File: src/rtl/muladd_divider_if.sv
// Operand/result bundle between the multiply-add controller and the divider.
// The controller is the master; the divider is the slave.
interface muladd_divider_if #(
  parameter int unsigned size = 8
);
  logic              start;
  logic [2*size-1:0] dividend;
  logic [size-1:0]   divisor;
  logic [2*size-1:0] quotient;
  logic [size-1:0]   remainder;
  logic              busy;
  logic              done;
  logic              div_zero;
  logic              ovf;

  modport master (
    output start, dividend, divisor,
    input  quotient, remainder, busy, done, div_zero, ovf
  );

  modport slave (
    input  start, dividend, divisor,
    output quotient, remainder, busy, done, div_zero, ovf
  );
endinterface

File: src/rtl/muladd_divider.sv
// Restoring divider that splits dividend = A*B + C back into A (quotient) and C (remainder),
// producing one quotient bit per clock.
module muladd_divider #(
  parameter int unsigned size = 8
) (
  input logic             clk,
  input logic             rst_n,
  muladd_divider_if.slave bus
);

  localparam int unsigned DW   = 2 * size;
  localparam int unsigned CntW = $clog2(DW);

  typedef enum logic [1:0] {StIdle, StCalc, StDone} state_e;

  state_e            state_q, state_d;
  logic [DW-1:0]     dvd_q, dvd_d;
  logic [size-1:0]   dvs_q, dvs_d;
  logic [size-1:0]   part_q, part_d;
  logic [DW-1:0]     quo_q, quo_d;
  logic [CntW-1:0]   cnt_q, cnt_d;
  logic [DW-1:0]     quotient_q, quotient_d;
  logic [size-1:0]   remainder_q, remainder_d;
  logic              div_zero_q, div_zero_d;
  logic              ovf_q, ovf_d;

  logic [size:0]     shifted;
  logic [size:0]     diff;
  logic              qbit;
  logic [DW-1:0]     quo_next;
  logic [size-1:0]   part_next;

  always_comb begin
    // The held partial remainder is always below the divisor, so size bits suffice; the
    // shifted value needs one more. A clear borrow in diff means shifted >= divisor.
    shifted   = {part_q, dvd_q[DW-1]};
    diff      = shifted - {1'b0, dvs_q};
    qbit      = ~diff[size];
    quo_next  = {quo_q[DW-2:0], qbit};
    part_next = qbit ? diff[size-1:0] : shifted[size-1:0];

    state_d     = state_q;
    dvd_d       = dvd_q;
    dvs_d       = dvs_q;
    part_d      = part_q;
    quo_d       = quo_q;
    cnt_d       = cnt_q;
    quotient_d  = quotient_q;
    remainder_d = remainder_q;
    div_zero_d  = div_zero_q;
    ovf_d       = ovf_q;

    unique case (state_q)
      StIdle, StDone: begin
        state_d = StIdle;
        if (bus.start) begin
          dvd_d  = bus.dividend;
          dvs_d  = bus.divisor;
          part_d = '0;
          quo_d  = '0;
          if (bus.divisor != '0) begin
            state_d = StCalc;
            cnt_d   = CntW'(DW - 1);
          end else begin
            state_d     = StDone;
            quotient_d  = '1;
            remainder_d = bus.dividend[size-1:0];
            div_zero_d  = 1'b1;
            ovf_d       = 1'b0;
          end
        end
      end
      StCalc: begin
        dvd_d  = dvd_q << 1;
        part_d = part_next;
        quo_d  = quo_next;
        cnt_d  = cnt_q - 1'b1;
        if (cnt_q == '0) begin
          state_d     = StDone;
          quotient_d  = quo_next;
          remainder_d = part_next;
          div_zero_d  = 1'b0;
          ovf_d       = |quo_next[DW-1:size];
        end
      end
      default: state_d = StIdle;
    endcase
  end

  always_ff @(posedge clk or negedge rst_n) begin
    if (!rst_n) begin
      state_q     <= StIdle;
      dvd_q       <= '0;
      dvs_q       <= '0;
      part_q      <= '0;
      quo_q       <= '0;
      cnt_q       <= '0;
      quotient_q  <= '0;
      remainder_q <= '0;
      div_zero_q  <= 1'b0;
      ovf_q       <= 1'b0;
    end else begin
      state_q     <= state_d;
      dvd_q       <= dvd_d;
      dvs_q       <= dvs_d;
      part_q      <= part_d;
      quo_q       <= quo_d;
      cnt_q       <= cnt_d;
      quotient_q  <= quotient_d;
      remainder_q <= remainder_d;
      div_zero_q  <= div_zero_d;
      ovf_q       <= ovf_d;
    end
  end

  assign bus.quotient  = quotient_q;
  assign bus.remainder = remainder_q;
  assign bus.div_zero  = div_zero_q;
  assign bus.ovf       = ovf_q;
  assign bus.busy      = (state_q == StCalc);
  assign bus.done      = (state_q == StDone);

endmodule

File: src/flat_wrapper.sv
// flat-port wrapper written by rule: the top's interface ports become plain ports
module muladd_divider_flat 
#(
  parameter int unsigned size = 8
)
  (clk, rst_n, bus_start, bus_dividend, bus_divisor, bus_quotient, bus_remainder, bus_busy, bus_done, bus_div_zero, bus_ovf);
  muladd_divider_if #(.size(size)) bus_i ();
  input logic clk;
  input logic rst_n;
  input wire logic [$bits(bus_i.start)-1:0] bus_start;
  input wire logic [$bits(bus_i.dividend)-1:0] bus_dividend;
  input wire logic [$bits(bus_i.divisor)-1:0] bus_divisor;
  output wire logic [$bits(bus_i.quotient)-1:0] bus_quotient;
  output wire logic [$bits(bus_i.remainder)-1:0] bus_remainder;
  output wire logic [$bits(bus_i.busy)-1:0] bus_busy;
  output wire logic [$bits(bus_i.done)-1:0] bus_done;
  output wire logic [$bits(bus_i.div_zero)-1:0] bus_div_zero;
  output wire logic [$bits(bus_i.ovf)-1:0] bus_ovf;
  assign bus_i.start = bus_start;
  assign bus_i.dividend = bus_dividend;
  assign bus_i.divisor = bus_divisor;
  assign bus_quotient = bus_i.quotient;
  assign bus_remainder = bus_i.remainder;
  assign bus_busy = bus_i.busy;
  assign bus_done = bus_i.done;
  assign bus_div_zero = bus_i.div_zero;
  assign bus_ovf = bus_i.ovf;
  muladd_divider #(.size(size)) u_core (.clk(clk), .rst_n(rst_n), .bus(bus_i));
endmodule
File: config.mk
export PLATFORM = sky130hd
export DESIGN_NAME = muladd_divider_flat
export DESIGN_NICKNAME = d
export VERILOG_FILES = /design/src/rtl/muladd_divider_if.sv /design/src/rtl/muladd_divider.sv /design/src/flat_wrapper.sv
export SDC_FILE = /design/constraint.sdc
export NUM_CORES = 1
export LEC_CHECK = 0
export CAP_MARGIN = 5
export CORE_UTILIZATION = 35
export CTS_CLUSTER_DIAMETER = 120
export DETAILED_ROUTE_END_ITERATION = 10
export DONT_BUFFER_PORTS = 1
export GPL_TIMING_DRIVEN = 0
export PLACE_DENSITY = 0.51
export SLEW_MARGIN = 25
export SYNTH_ARGS = -nofsm -noshare
export SYNTH_HDL_FRONTEND = slang
export SYNTH_SLANG_ARGS = --single-unit
File: constraint.sdc
create_clock -name clk -period 2.16 [get_ports clk]
set_input_delay 0.324 -clock clk [delete_from_list [all_inputs] [get_ports clk]]
set_output_delay 0.324 -clock clk [all_outputs]
set_load 0.05 [all_outputs]
==> impl_metrics.ini, run 1 <==
[outcome]
status = complete, but fails checks
violations = negative setup slack

[yosys]
synth_top_area_share_pct = 50.6
synthTopCellsByCount = nand2_1, dfrtp_1, o21ai_0, a21oi_1, nor2_1
synthCells = 438
syn_area_per_cell_um2 = 8.92
synth.area.top_cells = dfrtp_1, nand2_1, o21ai_0, a21oi_1, ha_1
synth_ff_type = dfrtp_1
synth-async-reset-ratio_pct = 100
ys_types = 55
ys_ff_latch = 79
syn_area_mm2 = 0.00390
yosysTopAreaCell = dfrtp_1
synth-seq-area-share_pct = 50.6
syn_nets = 475
ys_warn_count = 0
synth.most_common_cell = nand2_1
synth_edf_count = 0

[grt]
grt_use_total_pct = 19.1
grt_pass1_vias = 3154
grt_max_degree = 80
antenna_found_initial = 0
grt_pass1_wl_mm = 16.6
overflow = 0

[setup_path]
crit_fanout = 4
end_kind = flip-flop
crit_type = reg -> reg
reg2reg_to = u_core.bus.remainder[1]
cp_data_required_time_ns = 2.44
r2r_cells = 10
arrival_ns = 2.60
r2r_slack_ns = -0.15
crit-reg2reg-launch = u_core.dvd_q[15]
cp-start-kind = flip-flop

[sta]
worst_slew_pin_slew_ns = 0.983
min_period_ns = 2.31
post-route-period-util_pct = 107
drv_slew = 0
skew_ns = 0.00838
rsz0062_at_grt = yes
slew_headroom_pct = 34.3
fmax_ghz = 0.432
fin_ws_ns = -0.154
setup_viol = 14
finalHoldViolations = 0

[place]
pre_cts_slack_ns = -0.392
port_buffers = 0
hpwl_mm = 7.19
gp_congestion = 0.847

[cts]
clk_pin_slew_worst_paths_ns = 0.08
clock-sinks = 79
cts_buffer_depth = 2
htreeDepth = 3
cts_root_buf = clkbuf_8
clock_latency_ns = 0.36
cts-buffers-inserted = 9
cts_tree = built

[detailed_routing]
vias_per_cell = 5.27
initialDrtViolationCount = 171
ant_nets = 0
routed_wl_mm = 10.3
drt_pass1_iterations = 6
vias = 3196
wl_per_cell_um = 17.0
drcViolationCount = 0

[worst_hold_path]
hp-start = bus_divisor[0]
holdPathStages = 2
whs_endpoint = u_core.dvs_q[0]
min_path_type = in -> reg

[floorplan]
die-width_um = 108
core_area_mm2 = 0.0108
die_y_um = 108
dieArea_mm2 = 0.0116
ios = 55
initial_core_util_pct = 36.0
num_rows = 38

[layout]
fin_nets = 499
antennaDiodeCount = 0
fill_cells = 1089
area_growth_pct = 17.7
final_layout_size_suffix_gt1_share_pct = 15.4

[flow_run]
cap_violations = 0
==> cell type report <==
class	instances	area, um^2	area share (%)
Clock inverter	7	121	2.64
Tap cell	140	175	3.81
Clock buffer	9	124	2.69
Sequential cell	79	1980	43.0
Timing Repair Buffer	14	135	2.94
Multi-Input combinational cell	316	1840	40.0
Inverter	17	63.8	1.39
Buffer	25	161	3.51
==> cell families after synthesis <==
logic type                 after synthesis  share of synthesized area, %
muxes                                    5                          1.47
buffers and inverters                   43                          5.51
adders and majority gates               10                          3.40
xor gates and xnor gates                 4                         0.897
AOI/OAI and AO/OA                      111                          17.5
and+or+nand+nor                        186                          20.6
DFF                                     79                          50.6
==> worst max-delay path by stage <==
| stage | to | start | slack, ns | cells past startpoint |
|---|---|---|---|---|
| 3_5_place_dp | u_core.bus.remainder[3] | u_core.dvd_q[15] | -0.39 | 9 |
| 4_1_cts | u_core.bus.remainder[5] | u_core.dvd_q[15] | -0.15 | 10 |
| 3_3_place_gp | u_core.bus.remainder[3] | u_core.dvd_q[15] | -0.39 | 9 |
| 6_report | u_core.bus.remainder[1] | u_core.dvd_q[15] | -0.15 | 10 |
| 2_1_floorplan | u_core.bus.remainder[5] | u_core.dvd_q[15] | -0.07 | 10 |
| 5_1_grt | u_core.bus.remainder[5] | u_core.dvd_q[15] | -0.23 | 10 |
==> metrics by stage <==
stage	hold slack, ns	area [um^2]	cells	TNS, ns	util, %
CTS	0.0693	4520	602	-1.12	41.7
finish	0.0852	4600	607	-1.37	42.4
global route	0.0895	4600	607	-2.95	42.4
floorplan	0.0284	3920	438	-0.246	-
detailed placement	0.0313	4100	578	-6.95	37.8
global placement	0.0307	4100	578	-8.71	37.8
==> cell usage in the layout, fill, tap and decap left out, drive strengths merged, types with 3 or more instances in the layout <==
master	count
clkinv	4
o211ai	3
a22oi	9
a211oi	4
mux2	3
clkbuf	23
inv	17
buf	24
nor3	4
bufinv	3
ha	9
a21oi	26
a31oi	11
nor2	26
nand3	8
nor2b	4
dfrtp	79
nand2b	6
nand2	121
o21ai	41
==> timing repair <==
item	CTS	global route
buffers inserted	7	5
setup endpoints to repair	41	51
resized for setup	20	15
pin swaps	12	5
hold buffers	2	0
hold endpoints to repair	79	0
==> worst max-delay path: stages (launching register included) <==
cell and delay [ns]:
dfrtp_1 0.38, inv_2 0.08, ha_4 0.13, inv_2 0.03
fa_2 0.37, a211oi_4 0.26, or3_4 0.18, and4_1 0.20
buf_6 0.13, mux2_4 0.32, a31oi_1 0.16
==> sequential cells by signal, summed over array words and instances, names as in the netlist <==
register,cells
u_core.cnt_q,4
u_core.quo_q,15
u_core.state_q,2
u_core.part_q,8
u_core.bus.quotient,16
u_core.bus.div_zero,1
u_core.dvd_q,16
u_core.bus.remainder,8
u_core.dvs_q,8
u_core.bus.ovf,1
==> metal layers <==
layer | up-vias | global-route usage, % | share of wire (%)
met1 | 1544 | 25.0 | 46
met4 | 0 | 6.95 | 2.3
li1 | 1541 | - | -
met2 | 95 | 29.3 | 45
met3 | 16 | 6.11 | 6.9
met5 | - | 0 | 0
Power of run 1 is not shown: default switching activity piles up to over one toggle a cycle in this logic, so the estimate is an artifact.
==> run 2, diff against run 1 <==
--- a/config.mk
+++ b/config.mk
@@ -5,13 +5,14 @@
 export SDC_FILE = /design/constraint.sdc
 export NUM_CORES = 1
 export LEC_CHECK = 0
+export ABC_CLOCK_PERIOD_IN_PS = 2500
 export CAP_MARGIN = 5
 export CORE_UTILIZATION = 35
 export CTS_CLUSTER_DIAMETER = 120
 export DETAILED_ROUTE_END_ITERATION = 10
 export DONT_BUFFER_PORTS = 1
 export GPL_TIMING_DRIVEN = 0
-export PLACE_DENSITY = 0.51
+export PLACE_DENSITY = 0.49
 export SLEW_MARGIN = 25
 export SYNTH_ARGS = -nofsm -noshare
 export SYNTH_HDL_FRONTEND = slang
==> constraint.sdc (replaced) <==
create_clock -name clk -period 2.5 [get_ports clk]
set_input_delay 0.375 -clock clk [delete_from_list [all_inputs] [get_ports clk]]
set_output_delay 0.375 -clock clk [all_outputs]
set_load 0.05 [all_outputs]
==> run 2 against run 1 <==
The flow now finishes without violations. Routed wire length down 3.1%. Critical path depth shrank 1. Global-route usage shrank 0.57 points. Non-clock buffer count is 10 lower. Critical endpoint is now u_core.bus.remainder[3]. Die area unchanged.
==> impl_metrics.ini, run 2 (synthesis results as in run 1) <==
[outcome]
status = complete, no violations

[cts]
cts_root_buf = clkbuf_8
cts_buffer_depth = 2
cts-buffers-inserted = 9
cts_tree = built
clk_pin_slew_worst_paths_ns = 0.08
clock-sinks = 79
htreeDepth = 3
clock_latency_ns = 0.37

[flow_run]
cap_violations = 0

[detailed_routing]
drcViolationCount = 0
routed_wl_mm = 9.99
vias = 3120
drt_pass1_iterations = 4
initialDrtViolationCount = 153
ant_nets = 0
vias_per_cell = 5.23
wl_per_cell_um = 16.7

[place]
dp_cells = 578
place_area_mm2 = 0.00408
hpwl_mm = 7.04
gp_congestion = 0.743
port_buffers = 0

[grt]
antenna_found_initial = 0
overflow = 0
grt_pass1_wl_mm = 16.0
grt_max_degree = 80
grt_pass1_vias = 3126
grt_use_total_pct = 18.5

[power]
total_power_w = 0.00708
p_per_area_mw_per_mm2 = 1610
p_leak_nw = 1.96
ir_drop_mv = 0.688

[setup_path]
end_kind = flip-flop
slowest_delay_ns = 0.38
cp_slowest_cell = dfrtp_1
cp-start-kind = flip-flop
cpLargestDelayFamily = simple AND/OR/NAND/NOR gates
cp_data_required_time_ns = 2.76
crit_fanout = 10
worst-path-buf-inv = 2
arrival_ns = 2.67
crit_type = reg -> reg
crit_top_cell = inv_2
path_cells = inv_2 > ha_4 > inv_2 > fa_2 > a211oi_4 > or3_4 > nand4_2 > and3_1 > o31a_1

[floorplan]
initial_core_util_pct = 36.0
core_area_mm2 = 0.0108
ios = 55
dieArea_mm2 = 0.0116
die_y_um = 108
num_rows = 38
die-width_um = 108

[sta]
drv_slew = 0
rsz0062_at_grt = yes
min_period_ns = 2.42
post-route-period-util_pct = 96.7
skew_ns = 0.00820
worst_slew_pin_slew_ns = 0.968
slew_headroom_pct = 35.3
fmax_ghz = 0.413
finalHoldViolations = 0
setup_viol = 0

[layout]
antennaDiodeCount = 0
layoutNonFillerInstCount = 597
final_cell_mix = nand2_1, dfrtp_1, o21ai_0, nor2_1, a21oi_1
final_layout_size_suffix_gt1_share_pct = 9.85
area_growth_pct = 12.2
layout_commonest_cell = nand2_1
fin_nets = 489
final_area_mm2 = 0.00438

[worst_hold_path]
min_path_type = in -> reg
[run 2: cell count changes in the layout (fill, tap and decap cells not counted), sizes merged]
cell,change
buf,-11
clkinv,-3
clkinvlp,+1
inv,+1
clkbuf,+4
bufinv,-2
[run 2: timing repair]
action / 4_1_cts / 5_1_grt
gates resized for setup: 4 / 10
hold buffers: 2 / 0
pin swaps: 2 / 7
endpoints found under the hold margin: 79 / 0
buffers inserted: 0 / 1
setup endpoints to repair: 8 / 26
[run 2: report_power, final]
part | leakage [nW] | switching [W] | internal (W)
Clock | 0.109 | 0.000496 | 0.000545
Sequential | 0.977 | 0.000993 | 0.00181
Combinational | 0.874 | 0.00196 | 0.00127
[run 2: through the flow]
| stage | utilization [%] | setup WS [ns] | hold WS, ns | setup TNS, ns |
|---|---|---|---|---|
| after floorplan | - | 0.175 | 0.0794 | 0 |
| after global placement | 37.6 | -0.118 | 0.0818 | -0.502 |
| after detailed placement | 37.7 | -0.101 | 0.0819 | -0.390 |
| after CTS | 40.1 | 0.0191 | 0.107 | 0 |
| after global routing | 40.4 | -0.0127 | 0.119 | -0.0231 |
| final | 40.4 | 0.0813 | 0.124 | 0 |
[run 2: worst paths after layout]
path / start / cells after the start / to / slack, ns
worst max-delay path: u_core.dvd_q[15] / 9 / u_core.bus.remainder[3] / 0.08
worst min-delay path: bus_divisor[0] / 2 / u_core.dvs_q[0] / 0.12
worst max register to register: u_core.dvd_q[15] / 9 / u_core.bus.remainder[3] / 0.08
worst min register to register: u_core.dvd_q[1] / 2 / u_core.dvd_q[1] / 0.49
max in group asynchronous: rst_n / 2 / u_core.dvs_q[4] / 1.60
min in group asynchronous: rst_n / 2 / u_core.bus.quotient[6] / 0.58
[run 2: area by class of cell]
cell class	instances	area, um^2
fillers	1110	6460
flip-flops and latches	79	1980
multi-input cells	316	1750
well taps	140	175
clock buffers	12	165
plain buffers	26	155
inverters	17	63.8
clock inverters	4	51.3
repair buffers	3	45.0
[run 2: worst register-to-register path, delay by kind of cell (launching register included)]
kind            cells  cell delay, ns
compound gates      2            0.52
fa+ha+maj           2            0.53
buf+inv             2            0.14
simple gates        3            0.75
flops               1            0.38
[run 2: per-layer routing]
layer / share of wire, % / vias to the layer above / global-route usage (%)
met1: 46 / 1523 / 23.8
li1: - / 1524 / -
met3: 4.2 / 13 / 4.30
met5: 0 / - / 0
met4: 1.9 / 0 / 7.05
met2: 48 / 60 / 30.0
Power figures use the tool's default switching activity.
==> run 3, diff against run 2 <==
--- a/config.mk
+++ b/config.mk
@@ -5,7 +5,8 @@
 export SDC_FILE = /design/constraint.sdc
 export NUM_CORES = 1
 export LEC_CHECK = 0
-export ABC_CLOCK_PERIOD_IN_PS = 2500
+export ABC_AREA = 1
+export ABC_CLOCK_PERIOD_IN_PS = 2250
 export CAP_MARGIN = 5
 export CORE_UTILIZATION = 35
 export CTS_CLUSTER_DIAMETER = 120
==> constraint.sdc (replaced) <==
create_clock -name clk -period 2.25 [get_ports clk]
set_input_delay 0.3375 -clock clk [delete_from_list [all_inputs] [get_ports clk]]
set_output_delay 0.3375 -clock clk [all_outputs]
set_load 0.05 [all_outputs]
==> run 3 against run 2 <==
Area after synthesis decreased by 2.1%. Maximum frequency grew 16%. Largest cell class unchanged. Die area fell by 2.0%.
==> impl_metrics.ini, run 3 <==
[detailed_routing]
vias = 3063
drcViolationCount = 0
initialDrtViolationCount = 152
routed_wl_mm = 9.59
ant_nets = 0
drt_pass1_iterations = 6
wl_per_cell_um = 15.3
vias_per_cell = 4.89

[sta]
fin_ws_ns = 0.163
fmax_ghz = 0.479
min_period_ns = 2.09
setup_viol = 0
slew_headroom_pct = 32.9
post-route-period-util_pct = 92.7
finalHoldViolations = 0
skew_ns = 0.0129
worst_slew_pin_slew_ns = 1.00
drv_slew = 0
rsz0062_at_grt = yes

[cts]
clock-sinks = 79
htreeDepth = 3
clk_pin_slew_worst_paths_ns = 0.09
cts_root_buf = clkbuf_8
cts_buffer_depth = 2
clock_latency_ns = 0.36
cts_tree = built
cts-buffers-inserted = 9

[layout]
antennaDiodeCount = 0
final_cell_mix = nand2_1, dfrtp_1, inv_1, nor2_1, nand3_1
layoutNonFillerInstCount = 627
final_layout_size_suffix_gt1_share_pct = 7.74
fin_nets = 523
layout_commonest_cell = nand2_1
area_growth_pct = 11.4

[yosys]
synthCells = 473
synth.area.top_cells = dfrtp_1, nand2_1, inv_1, nand3_1, o21ai_0
syn_area_per_cell_um2 = 8.09
syn_area_mm2 = 0.00382
synth.most_common_cell = nand2_1
synth-xor-area-share_pct = 0.687
synth_top_family_by_area = simple AND/OR/NAND/NOR gates
yosysTopAreaCell = dfrtp_1
synthSimpleGateAreaFrac_pct = 23.1
ys_warn_count = 0
syn_nets = 510
synth-async-reset-ratio_pct = 100
synthTopCellsByCount = nand2_1, dfrtp_1, inv_1, nor2_1, nand3_1
ys_types = 31
ys_ff_latch = 79
synth_edf_count = 0
muxShareOfSynthArea_pct = 0
synth_top_area_share_pct = 51.7
synth_adder_area_share_pct = 3.47
synth_compound_area_share_pct = 11.5
synth-seq-area-share_pct = 51.7
synth_ff_type = dfrtp_1

[setup_path]
arrival_ns = 2.35
path_cells = inv_1 > ha_1 > inv_1 > fa_2 > nand2_1 > nand2_1 > nand3_2 > nand2_1 > nand2_2 > nand2_4 > nand3_1 > nand3_1 > nand2_1 > inv_1
crit_top_cell = nand2_1
crit_type = reg -> reg
cp-start-kind = flip-flop
cp_slowest_cell = dfrtp_1
crit_fanout = 9
slowest_delay_ns = 0.40
end_kind = flip-flop
cp_data_required_time_ns = 2.51

[place]
hpwl_mm = 6.78
pre_cts_slack_ns = 0.0193
port_buffers = 0
gp_congestion = 0.827
dp_cells = 609

[flow_run]
cap_violations = 0

[outcome]
status = complete, no violations

[floorplan]
num_rows = 37
initial_core_util_pct = 36.6
die-width_um = 107
die_y_um = 107
ios = 55
dieArea_mm2 = 0.0114
core_area_mm2 = 0.0105

[grt]
overflow = 0
antenna_found_initial = 0
grt_pass1_wl_mm = 15.9
grt_max_degree = 80
grt_use_total_pct = 18.4
grt_pass1_vias = 3100

[worst_hold_path]
min_path_type = in -> reg
## run 3: cell types whose count changed in the layout (fill, tap and decap cells not counted), sizes merged, moves of 5 or more
cell,previous run,this run
o22ai,1,17
nand2b,6,0
nor2,26,46
inv,18,79
a22oi,9,1
nand2,121,111
buf,13,8
or2,1,7
a31oi,11,1
clkbuf,27,20
nand3,8,38
a21oi,26,11
## run 3: critical path, delay by kind of cell, from the launching register on
kind,cells,cell delay [ns]
AND/OR/NAND/NOR,9,0.86
adder cells (fa/ha/maj),2,0.51
flip-flops,1,0.40
buffers and inverters,3,0.21
## run 3: per-stage QoR
stage	instance area [um^2]	TNS [ns]	hold WS [ns]	utilization, %
detailed placement	4000	0	0.0446	38.2
floorplan	3820	0	0.0419	-
global placement	4000	0	0.0450	38.2
CTS	4240	0	0.0671	40.5
finish	4260	0	0.0884	40.7
global route	4260	-0.0145	0.0755	40.7
## run 3: cells by family after synthesis
family | after synthesis
fa+ha+maj | 10
compound gates | 77
xor+xnor | 3
buf+inv | 94
flops | 79
simple gates | 210
## run 3: layout make-up
type	instances	area, um^2
Fill cell	1141	6200
Sequential cell	79	1980
Multi-Input combinational cell	300	1510
Inverter	76	285
Tap cell	136	170
Clock buffer	9	124
Buffer	18	82.6
Clock inverter	7	78.8
Timing Repair Buffer	2	37.5
## run 3: repair_timing
item / in CTS / in global routing
cloned: 0 / 0
gates resized for setup: 1 / 6
pin swaps: 0 / 0
buffers inserted: 0 / 0
hold buffers: 2 / 0
endpoints found under the hold margin: 79 / 0
setup endpoints to repair: 1 / 18
## run 3: layer usage
| layer | vias up | wire, um | track usage [%] |
|---|---|---|---|
| li1 | 1543 | - | - |
| met1 | 1450 | 4830 | 26.5 |
| met2 | 53 | 4130 | 26.3 |
| met3 | 17 | 430 | 4.35 |
| met4 | 0 | 204 | 7.63 |
| met5 | - | 0 | 0 |
## run 3: final timing paths
kind / startpoint / to / slack (ns) / depth (start not counted)
worst max-delay path: u_core.dvd_q[15] / u_core.bus.remainder[1] / 0.16 / 14
worst min-delay path: bus_start / u_core.state_q[0] / 0.09 / 2
worst max register to register: u_core.dvd_q[15] / u_core.bus.remainder[1] / 0.16 / 14
worst min register to register: u_core.dvs_q[5] / u_core.dvs_q[5] / 0.49 / 2
max in group asynchronous: rst_n / u_core.bus.remainder[6] / 1.41 / 2
min in group asynchronous: rst_n / u_core.dvd_q[10] / 0.52 / 2
Power of run 3 is left out for the same reason.
